File: src/rtl/hv_sync_gen.sv
// Pixel-rate H/V timing generator: 9-bit line and frame counters advanced on
// falling edges of the sampled pixel clock, with registered blanking/sync/strobe decodes.
module hv_sync_gen #(
  parameter int H_TOTAL = 455,
  parameter int V_TOTAL = 262
) (
  input  logic       CLK_DRV,
  input  logic       RESET,
  input  logic       CLK,
  output logic [8:0] HCNT,
  output logic [8:0] VCNT,
  output logic       _256H,
  output logic       _256H_N,
  output logic       _4V,
  output logic       HBLANK,
  output logic       HBLANK_N,
  output logic       VBLANK,
  output logic       VBLANK_N,
  output logic       HSYNC,
  output logic       VSYNC,
  output logic       HRESET,
  output logic       VRESET
);

  localparam logic [8:0] H_LAST = 9'(H_TOTAL - 1);
  localparam logic [8:0] V_LAST = 9'(V_TOTAL - 1);

  logic       clk_q;
  logic       tick;
  logic [8:0] h_nxt;
  logic [8:0] v_nxt;

  assign tick = clk_q & ~CLK;

  always_comb begin
    h_nxt = HCNT;
    v_nxt = VCNT;
    if (tick) begin
      if (HCNT == H_LAST) begin
        h_nxt = 9'd0;
        v_nxt = (VCNT == V_LAST) ? 9'd0 : VCNT + 9'd1;
      end else begin
        h_nxt = HCNT + 9'd1;
      end
    end
  end

  // Decodes are taken from the next-count values so they land in the same
  // cycle as the counters and always match the visible count.
  always_ff @(posedge CLK_DRV) begin
    if (RESET) begin
      clk_q  <= 1'b0;
      HCNT   <= 9'd0;
      VCNT   <= 9'd0;
      HBLANK <= 1'b1;
      HSYNC  <= 1'b0;
      HRESET <= 1'b0;
      VBLANK <= 1'b1;
      VSYNC  <= 1'b0;
      VRESET <= 1'b0;
    end else begin
      clk_q  <= CLK;
      HCNT   <= h_nxt;
      VCNT   <= v_nxt;
      HBLANK <= (h_nxt < 9'd80);
      HSYNC  <= (h_nxt >= 9'd32) && (h_nxt < 9'd64);
      HRESET <= (h_nxt == H_LAST);
      VBLANK <= (v_nxt < 9'd16);
      VSYNC  <= (v_nxt >= 9'd4) && (v_nxt < 9'd8);
      VRESET <= (v_nxt == V_LAST);
    end
  end

  assign _256H    = HCNT[8];
  assign _256H_N  = ~HCNT[8];
  assign _4V      = VCNT[2];
  assign HBLANK_N = ~HBLANK;
  assign VBLANK_N = ~VBLANK;

endmodule
File: config.mk
export PLATFORM = sky130hd
export DESIGN_NAME = hv_sync_gen
export DESIGN_NICKNAME = d
export VERILOG_FILES = /design/src/rtl/hv_sync_gen.sv
export SDC_FILE = /design/constraint.sdc
export NUM_CORES = 1
export LEC_CHECK = 0
export ABC_CLOCK_PERIOD_IN_PS = 2300
export BUFFER_PORTS_ARGS = -buffer_cell sky130_fd_sc_hd__buf_2
export CAP_MARGIN = 20
export CORE_UTILIZATION = 53
export CTS_CLUSTER_DIAMETER = 100
export CTS_CLUSTER_SIZE = 40
export DETAILED_ROUTE_END_ITERATION = 7
export PLACE_DENSITY = 0.78
export SLEW_MARGIN = 15
export SYNTH_ARGS = -nofsm -noshare
export SYNTH_HDL_FRONTEND = slang
export SYNTH_SLANG_ARGS = --single-unit
export TNS_END_PERCENT = 50
File: constraint.sdc
create_clock -name CLK_DRV -period 2.3 [get_ports CLK_DRV]
set_clock_uncertainty 0.1 [all_clocks]
set_input_delay 0.115 -clock CLK_DRV [delete_from_list [all_inputs] [get_ports CLK_DRV]]
set_output_delay 0.115 -clock CLK_DRV [all_outputs]
set_load 0.02 [all_outputs]
==> flow_metrics.tcl, run 1 <==
set metrics [dict create \
    drc 0 \
    num_vias 1443 \
    syn_nets 180 \
    rsz0062_at_grt "false" \
    avgRoutedWirePerCell_um 13.79 \
    first_pass_iters 5 \
    portBuffers 31 \
    switching_power_mw 0.1521 \
    drt_iter0_drc 46 \
    synthFlopType "dfxtp_1" \
    synth_cells 173 \
    status "complete, no violations" \
    yosysWarnings 0 \
    post-route-util_pct 67.45 \
    post-place-ws_ns 0.005626 \
    irDropWorstVdd_mv 0.3217 \
    grt_pass1_wl_mm 5.271 \
    clockBufferDepth 2 \
    p_int_mw 0.5144 \
    setup_viol 0 \
    synthArstFlopShare_pct 0 \
    synth.top_cell.area_share_pct 33.84 \
    antenna_cells 0 \
    top_usage_layer "met1" \
    use_met3_pct 6.389 \
    finalCriticalPeriod_ns 2.174 \
    die_h_um 54.83 \
    crit_arrival_ns 2.27 \
    final_nets 216 \
    antenna_found_initial 0 \
    synth_common_cells "dfxtp_1 (25), nor2_1 (23), nand2_1 (12), xor2_1 (11), nand3_1 (10)" \
    critPathRequiredTime_ns 2.39 \
    fmax_ghz 0.4600 \
    min_period_over_period_pct 94.53 \
    pwr-share-clk_pct 30.4 \
    syn_area_sq_mm 0.001479 \
    yosysTopAreaCell "dfxtp_1" \
    wl_mm 3.283 \
    seqPwrFrac_pct 65.6 \
    yosys-top-cells-area "dfxtp_1 (34%), xor2_1 (6.5%), nor2_1 (5.8%)" \
    swShare_pct 22.82 \
    grt-ovfl-total 0 \
    clkTransAtPathRegs_ns 0.14 \
    clkLatencyLatePin_ns 0.32 \
    met2_usage_pct 34.34 \
    ys_seq_elements 25 \
    ctsHtreeMaxLevel 1 \
    worst-setup-path-type "reg2reg" \
    drive_gt1_share_pct 25.96 \
    tns_ns 0 \
    worstMarginPinSlew_ns 0.4173 \
    gp_congestion 0.9243 \
    critPathLaunchType "register" \
    grt_use_total_pct 24.38 \
    path_max_fanout 8 \
    core_sq_mm 0.002567 \
    root_buffer "clkbuf_4" \
    clkSinkCount 25 \
    grtUsageMet1_pct 35.32 \
    slew_viol_final 0 \
    fp.dieW_um 54.83 \
    rows 18 \
    worstSetupEndpointType "register" \
    ys_seq_area_share_pct 33.84 \
    final_hold_viol_count 0 \
    slew_headroom_pct 71.46 \
    netlist-cell-type-count 49 \
    post-synth-top-count-cell "dfxtp_1" \
    via_per_inst 6.063 \
    grt_pass1_vias 1180 \
    synth-edff-count 0 \
    avgSynthCellArea_sq_um 8.549 \
    ioPinCount 32 \
    ant_nets 0 \
    hp-class "reg2reg" \
    post-dp-hpwl_mm 2.451 \
    area_delta_synth_final_pct 17.09 \
    combPwrFrac_pct 4.0 \
    p_leak_nw 0.7915 \
    cts_buffers 3 \
    start_util_pct 57.60 \
    fin_ws_ns 0.1259 \
    die_area_sq_mm 0.003006 \
    grt_max_degree 14 \
    fillCellCount 223 \
    p_per_area_mw_per_mm2 384.9 \
    timing.max_cap.violations 0 \
    cts_tree "yes" \
]
[layout make-up]
class                   count  area [sq um]  area share (%)
flip-flops and latches     25         501.7           28.97
multi-input cells         131         898.4           51.88
well taps                  30         37.54           2.168
inverters                   6         22.52           1.301
repair buffers             42         245.2           14.16
clock buffers               4         26.28           1.517
[per-layer routing]
metal	vias up	part of all wire, %	routed length [um]
li1	692	-	-
met1	661	46	1519
met2	77	43	1410
met3	13	8.7	284
met4	0	2.1	68
met5	-	0	0
[critical path, stage by stage, from the launching register on]
cell	delay (ns)
dfxtp_1	0.34
buf_4	0.16
ha_1	0.23
nand4b_1	0.15
nor2_1	0.09
or2_2	0.27
a211o_1	0.28
a2111oi_0	0.41
[power groups by stage]
stage          clock network (mW)  registers (mW)  logic [mW]
6_report                    0.203           0.437      0.0269
5_1_grt                     0.225           0.438      0.0295
4_1_cts                     0.211           0.437      0.0266
3_5_place_dp                    0           0.447      0.0228
3_3_place_gp                    0           0.446      0.0225
2_1_floorplan                   0           0.449      0.0120
[registers in the layout (all words and copies together), names as in the netlist]
name	count
HCNT	9
VCNT	9
HBLANK	1
HRESET	1
HSYNC	1
VBLANK	1
VRESET	1
VSYNC	1
clk_q	1
[stage by stage]
step | hold slack [ns] | total power, mW | instances | area (sq um)
finish | 0.4961 | 0.6665 | 238 | 1732
global route | 0.5597 | 0.6917 | 238 | 1732
CTS | 0.5009 | 0.6747 | 238 | 1725
detailed placement | 0.2986 | 0.4693 | 231 | 1668
global placement | 0.2980 | 0.4689 | 231 | 1668
floorplan | 0.1432 | 0.4607 | 173 | 1479
[repair_timing]
item,CTS,global route
pin swaps,0,2
endpoints found under the hold margin,3,0
endpoints found under the setup margin,2,3
gates resized for setup,1,2
setup buffers,0,0
hold buffers,3,0
[cell usage in the layout, fill, tap and decap left out, drive strengths merged, types with 2 or more instances in the layout]
cell type / count
a21oi: 6
nand4: 6
xnor2: 3
nand3b: 2
nor3: 5
inv: 6
ha: 4
dlygate4sd3: 3
nor2: 23
nor4bb: 2
and3: 7
nor2b: 2
nor4b: 2
o21a: 2
or2: 2
and4b: 3
o21ai: 2
nand2: 12
a2111oi: 2
clkbuf: 4
nand2b: 2
xor2: 11
nand3: 10
or3: 3
buf: 39
dfxtp: 25
o211ai: 2
[logic make-up after synthesis]
| kind of cell | share of synthesized area [%] |
|---|---|
| buf+inv | 5.837 |
| compound gates | 11.42 |
| fa+ha+maj | 3.384 |
| mux | 0.6768 |
| flops | 33.84 |
| xor+xnor | 8.291 |
| simple gates | 36.55 |
[path summary, 6_finish.rpt]
check	start	end	slack [ns]	depth (start not counted)
setup / recovery	HCNT[0]	HSYNC	0.13	7
hold / removal	VCNT[1]	VCNT[1]	0.50	2
setup reg to reg	HCNT[0]	HSYNC	0.13	7
hold reg to reg	VCNT[1]	VCNT[1]	0.50	2
No activity file was read; power rests on OpenSTA's default activity.
==> run 2: changes to the inputs <==
--- a/config.mk
+++ b/config.mk
@@ -5,6 +5,7 @@
 export SDC_FILE = /design/constraint.sdc
 export NUM_CORES = 1
 export LEC_CHECK = 0
+export ABC_AREA = 1
 export ABC_CLOCK_PERIOD_IN_PS = 2300
 export BUFFER_PORTS_ARGS = -buffer_cell sky130_fd_sc_hd__buf_2
 export CAP_MARGIN = 20
==> flow_metrics.tcl, run 2 <==
set metrics [dict create \
    multi_input_area_sq_um 762.0 \
    p_total_mw 0.6637 \
    core_sq_mm 0.002522 \
    synth-edff-count 0 \
    post-synth-top-count-cell "nand2_1" \
    clockBufferDepth 2 \
    cts_setup_buffers 0 \
    crit_arrival_ns 2.12 \
    syn_nets 224 \
    netlist-cell-type-count 28 \
    grtUsageMet1_pct 34.69 \
    root_buffer "clkbuf_4" \
    gp_congestion 0.8507 \
    post_cts_resized 0 \
    clkLatencyLatePin_ns 0.33 \
    worstMarginPinSlew_ns 0.3653 \
    final_hold_viol_count 0 \
    syn_area_sq_mm 0.001443 \
    ctsHtreeMaxLevel 1 \
    finalCriticalPeriod_ns 1.960 \
    top_usage_layer "met2" \
    cts_buffers 3 \
    ys_seq_area_share_pct 34.69 \
    tns_ns 0 \
    setup_viol 0 \
    reg_top3 "HCNT x9, VCNT x9" \
    irDropWorstVdd_mv 0.3918 \
    fp.dieW_um 54.17 \
    clkSinkCount 25 \
    hp-class "in2reg" \
    ys_seq_elements 25 \
    clkTransAtPathRegs_ns 0.13 \
    slew_viol_final 0 \
    avgRoutedWirePerCell_um 11.03 \
    drc 0 \
    path_max_fanout 4 \
    use_met3_pct 2.542 \
    crit_chain "inv_1, ha_1, inv_1, nor2_1, nand2_1, nor2_1, nand4_1, xor2_1, nand3_1, nor2_1" \
    cts_tree "yes" \
    yosysWarnings 0 \
    worstSetupEndpointType "register" \
    p_per_area_mw_per_mm2 406.2 \
    final_common_cell "nand2_1" \
    final_cell_mix "nand2_1 (47), nor2_1 (38), buf_2 (31), inv_1 (30), dfxtp_1 (25)" \
    synthArstFlopShare_pct 0 \
    ant_nets 0 \
    crit_path_top_delay_cell "dfxtp_1" \
    start_util_pct 57.19 \
    wl_mm 3.067 \
    ioPinCount 32 \
    post-dp-hpwl_mm 2.383 \
    fillCellCount 263 \
    antenna_found_initial 0 \
    yosys-top-cells-area "dfxtp_1 (35%), nand2_1 (12%), nor2_1 (9.9%)" \
    slew_headroom_pct 75.65 \
    grt_pass1_vias 1145 \
    status "complete, no violations" \
    antenna_cells 0 \
    final_nets 256 \
    yosysTopAreaCell "dfxtp_1" \
    die_area_sq_mm 0.002934 \
    grt_max_degree 19 \
    critPathRequiredTime_ns 2.46 \
    worst-setup-path-type "reg2reg" \
    drive_gt1_share_pct 22.18 \
    rsz0062_at_grt "false" \
    critPathMostFrequentCell "nor2_1" \
    grt_pass1_wl_mm 5.071 \
    die_h_um 54.17 \
    drt_iter0_drc 43 \
    via_per_inst 5.007 \
    grt_use_total_pct 24.08 \
    synth_common_cells "nand2_1 (47), nor2_1 (38), inv_1 (30), dfxtp_1 (25), nand3_1 (16)" \
    synth.top_cell.area_share_pct 34.69 \
    synthFlopType "dfxtp_1" \
    rows 18 \
    max_stage_delay_ns 0.35 \
    fmax_ghz 0.5103 \
    grt-ovfl-total 0 \
    avgSynthCellArea_sq_um 6.648 \
    critPathLaunchType "register" \
    min_period_over_period_pct 85.21 \
    synth_cells 217 \
    first_pass_iters 4 \
    area_delta_synth_final_pct 13.27 \
    num_vias 1392 \
    seq_area_sq_um 500.5 \
    portBuffers 31 \
    met2_usage_pct 36.99 \
    p_leak_nw 0.8511 \
    timing.max_cap.violations 0 \
]
run 2: cell count changes in the layout (fill, tap and decap cells not counted), sizes merged, moves of 7 or more:
cell	before	now
nand2	12	49
inv	6	35
nor2	23	45
nand3	10	19
xor2	11	2
and3	7	0
buf	39	32
run 2: power breakdown:
group          switching (mW)  internal, mW
registers             0.00174         0.435
clock network           0.130        0.0681
logic                  0.0205       0.00770
run 2: final timing paths:
check / startpoint / end / slack, ns / cells past startpoint
worst max-delay path: HCNT[0] / VSYNC / 0.34 / 10
worst min-delay path: RESET / VCNT[5] / 0.06 / 2
worst max register to register: HCNT[0] / VSYNC / 0.34 / 10
worst min register to register: VCNT[6] / VCNT[6] / 0.44 / 2
run 2: worst max-delay path, delay by kind of cell (launching register included):
family        cells  cell delay (ns)
buf+inv           2             0.18
fa+ha+maj         1             0.19
simple gates      6             0.83
xor+xnor          1             0.24
flops             1             0.35
run 2: area by class of cell:
cell class	instances	share of cell area (%)
inverters	36	8.270
multi-input cells	150	46.63
flip-flops and latches	25	30.63
well taps	30	2.297
repair buffers	33	10.57
clock buffers	4	1.608
run 2: cells by family (layout without fill, tap and decap cells):
group                      Yosys count  count (layout)  share of synthesized area (%)
DFF                                 25              25                          34.69
buffers and inverters               42              73                          12.49
AOI/OAI and AO/OA                   13              13                          5.290
xor gates and xnor gates             2               2                          1.214
adders and majority gates            4               4                          3.469
and+or+nand+nor                    131             131                          42.85
run 2: repair_timing:
action	CTS	global route
endpoints found under the hold margin	1	0
hold buffers	1	0
setup endpoints to repair	0	0
run 2: layer usage:
metal | wire, um | vias up
li1 | - | 738
met1 | 1535 | 607
met4 | 47 | 0
met5 | 0 | -
met3 | 182 | 5
met2 | 1302 | 42
run 2: through the flow:
step / hold slack [ns] / instances / instance area (sq um) / util, % / worst slack (ns)
after detailed placement: 0.3101 / 273 / 1598 / 63.34 / 0.3680
after floorplan: 0.1321 / 217 / 1443 / - / 0.5356
after global placement: 0.3045 / 273 / 1598 / 63.34 / 0.4989
final: 0.06485 / 278 / 1634 / 64.78 / 0.3402
after global routing: 0.08270 / 278 / 1634 / 64.78 / 0.06938
after CTS: 0.07512 / 278 / 1634 / 64.78 / 0.3328
==> run 3: changes to the inputs <==
--- a/config.mk
+++ b/config.mk
@@ -9,6 +9,7 @@
 export ABC_CLOCK_PERIOD_IN_PS = 2300
 export BUFFER_PORTS_ARGS = -buffer_cell sky130_fd_sc_hd__buf_2
 export CAP_MARGIN = 20
+export CORE_MARGIN = 2
 export CORE_UTILIZATION = 53
 export CTS_CLUSTER_DIAMETER = 100
 export CTS_CLUSTER_SIZE = 40
==> flow_metrics.tcl, run 3 (synthesis results as in run 2) <==
set metrics [dict create \
    timing.max_cap.violations 0 \
    cts_buffers 3 \
    final_cell_mix "nand2_1 (47), nor2_1 (38), buf_2 (31), inv_1 (30), dfxtp_1 (25)" \
    irDropWorstVdd_mv 0.2626 \
    path_max_fanout 4 \
    seqPwrFrac_pct 65.9 \
    post-place-ws_ns 0.4355 \
    grt_pass1_wl_mm 5.292 \
    fillCellCount 257 \
    reg_top3 "HCNT x9, VCNT x9" \
    worst-setup-path-type "reg2reg" \
    antenna_found_initial 0 \
    die_area_sq_mm 0.003155 \
    status "complete, no violations" \
    p_total_mw 0.6627 \
    holdWs_ns 0.07620 \
    grt-ovfl-total 0 \
    critPathLaunchType "register" \
    rr_endpoint "VSYNC" \
    die_h_um 56.17 \
    tns_ns 0 \
    p_per_area_mw_per_mm2 405.6 \
    ctsHtreeMaxLevel 1 \
    root_buffer "clkbuf_4" \
    swShare_pct 22.95 \
    slew_headroom_pct 75.95 \
    num_vias 1404 \
    combPwrFrac_pct 4.3 \
    ant_nets 0 \
    first_pass_iters 5 \
    gp_congestion 0.8587 \
    p_int_mw 0.5107 \
    critPathRequiredTime_ns 2.47 \
    hp-class "in2reg" \
    switching_power_mw 0.1521 \
    fin_ws_ns 0.4010 \
    post_cts_resized 0 \
    reg2reg_slack_ns 0.40 \
    drt_iter0_drc 75 \
    post-dp-hpwl_mm 2.370 \
    slew_viol_final 0 \
    area_delta_synth_final_pct 13.27 \
    via_per_inst 5.050 \
    r2r_cells 10 \
    pwr-share-clk_pct 29.8 \
    post-route-util_pct 64.78 \
    worstSetupEndpointType "register" \
    final_hold_viol_count 0 \
    finalCriticalPeriod_ns 1.899 \
    grt_max_degree 19 \
    r2r_start "HCNT[0]" \
    p_leak_nw 0.8511 \
    final_common_cell "nand2_1" \
    core_sq_mm 0.002522 \
    fmax_ghz 0.5266 \
    avgRoutedWirePerCell_um 11.16 \
    drc 0 \
    worstMarginPinSlew_ns 0.3607 \
    crit_arrival_ns 2.06 \
    fp.dieW_um 56.17 \
    drive_gt1_share_pct 22.18 \
    critical_path.startpoint "HCNT[0]" \
    grt_use_total_pct 20.94 \
    rows 18 \
    rsz0062_at_grt "false" \
    antenna_cells 0 \
    final_nets 256 \
    clkSinkCount 25 \
    wl_mm 3.103 \
    setup_viol 0 \
    clkTransAtPathRegs_ns 0.14 \
    clkLatencyLatePin_ns 0.31 \
    min_period_over_period_pct 82.56 \
    clockBufferDepth 2 \
    hold_depth 2 \
    grt_pass1_vias 1201 \
    start_util_pct 57.19 \
    ioPinCount 32 \
    portBuffers 31 \
    cts_tree "yes" \
    crit_end "VSYNC" \
]
## run 3: cell counts in the layout (fill, tap and decap cells not counted)
No cell type changed its count.
## run 3: worst min path at each step
stage / to / from / slack (ns)
final: VCNT[8] / RESET / 0.08
after detailed placement: clk_q / CLK / 0.31
after CTS: VCNT[8] / RESET / 0.09
after floorplan: clk_q / CLK / 0.13
after global routing: HCNT[6] / RESET / 0.1
after global placement: clk_q / CLK / 0.30
## run 3: power groups by stage
stage,clock network (mW),registers (mW),logic [mW]
6_report,0.197,0.437,0.0283
5_1_grt,0.219,0.437,0.0321
4_1_cts,0.204,0.437,0.0286
3_5_place_dp,0,0.446,0.0271
3_3_place_gp,0,0.446,0.0271
2_1_floorplan,0,0.448,0.0171
## run 3: layout make-up
cell class,instances,area (sq um),area share (%)
Tap cell,30,37.54,2.297
Timing Repair Buffer,33,172.7,10.57
Sequential cell,25,500.5,30.63
Multi-Input combinational cell,150,762.0,46.63
Clock buffer,4,26.28,1.608
Inverter,36,135.1,8.270
## run 3: per-stage QoR
step | cell area (sq um) | std cells
floorplan | 1443 | 217
global placement | 1598 | 273
detailed placement | 1598 | 273
CTS | 1634 | 278
global route | 1634 | 278
finish | 1634 | 278
## run 3: worst max-delay path, cell delays in order, from the launching register on
cell	delay (ns)
dfxtp_1	0.35
inv_1	0.14
ha_1	0.19
inv_1	0.04
nor2_1	0.11
nand2_1	0.06
nor2_1	0.23
nand4_1	0.15
xor2_1	0.24
nand3_1	0.14
nor2_1	0.10
## run 3: per-layer routing
metal  share of wire (%)  global-route usage, %
met2                  43                  32.27
met1                  49                  30.80
met5                   0                      0
met4                0.84                  6.122
met3                 7.6                  2.093
## run 3: timing repair
action,4_1_cts,5_1_grt
setup buffers,0,0
hold endpoints to repair,1,0
setup endpoints to repair,0,0
hold buffers,1,0
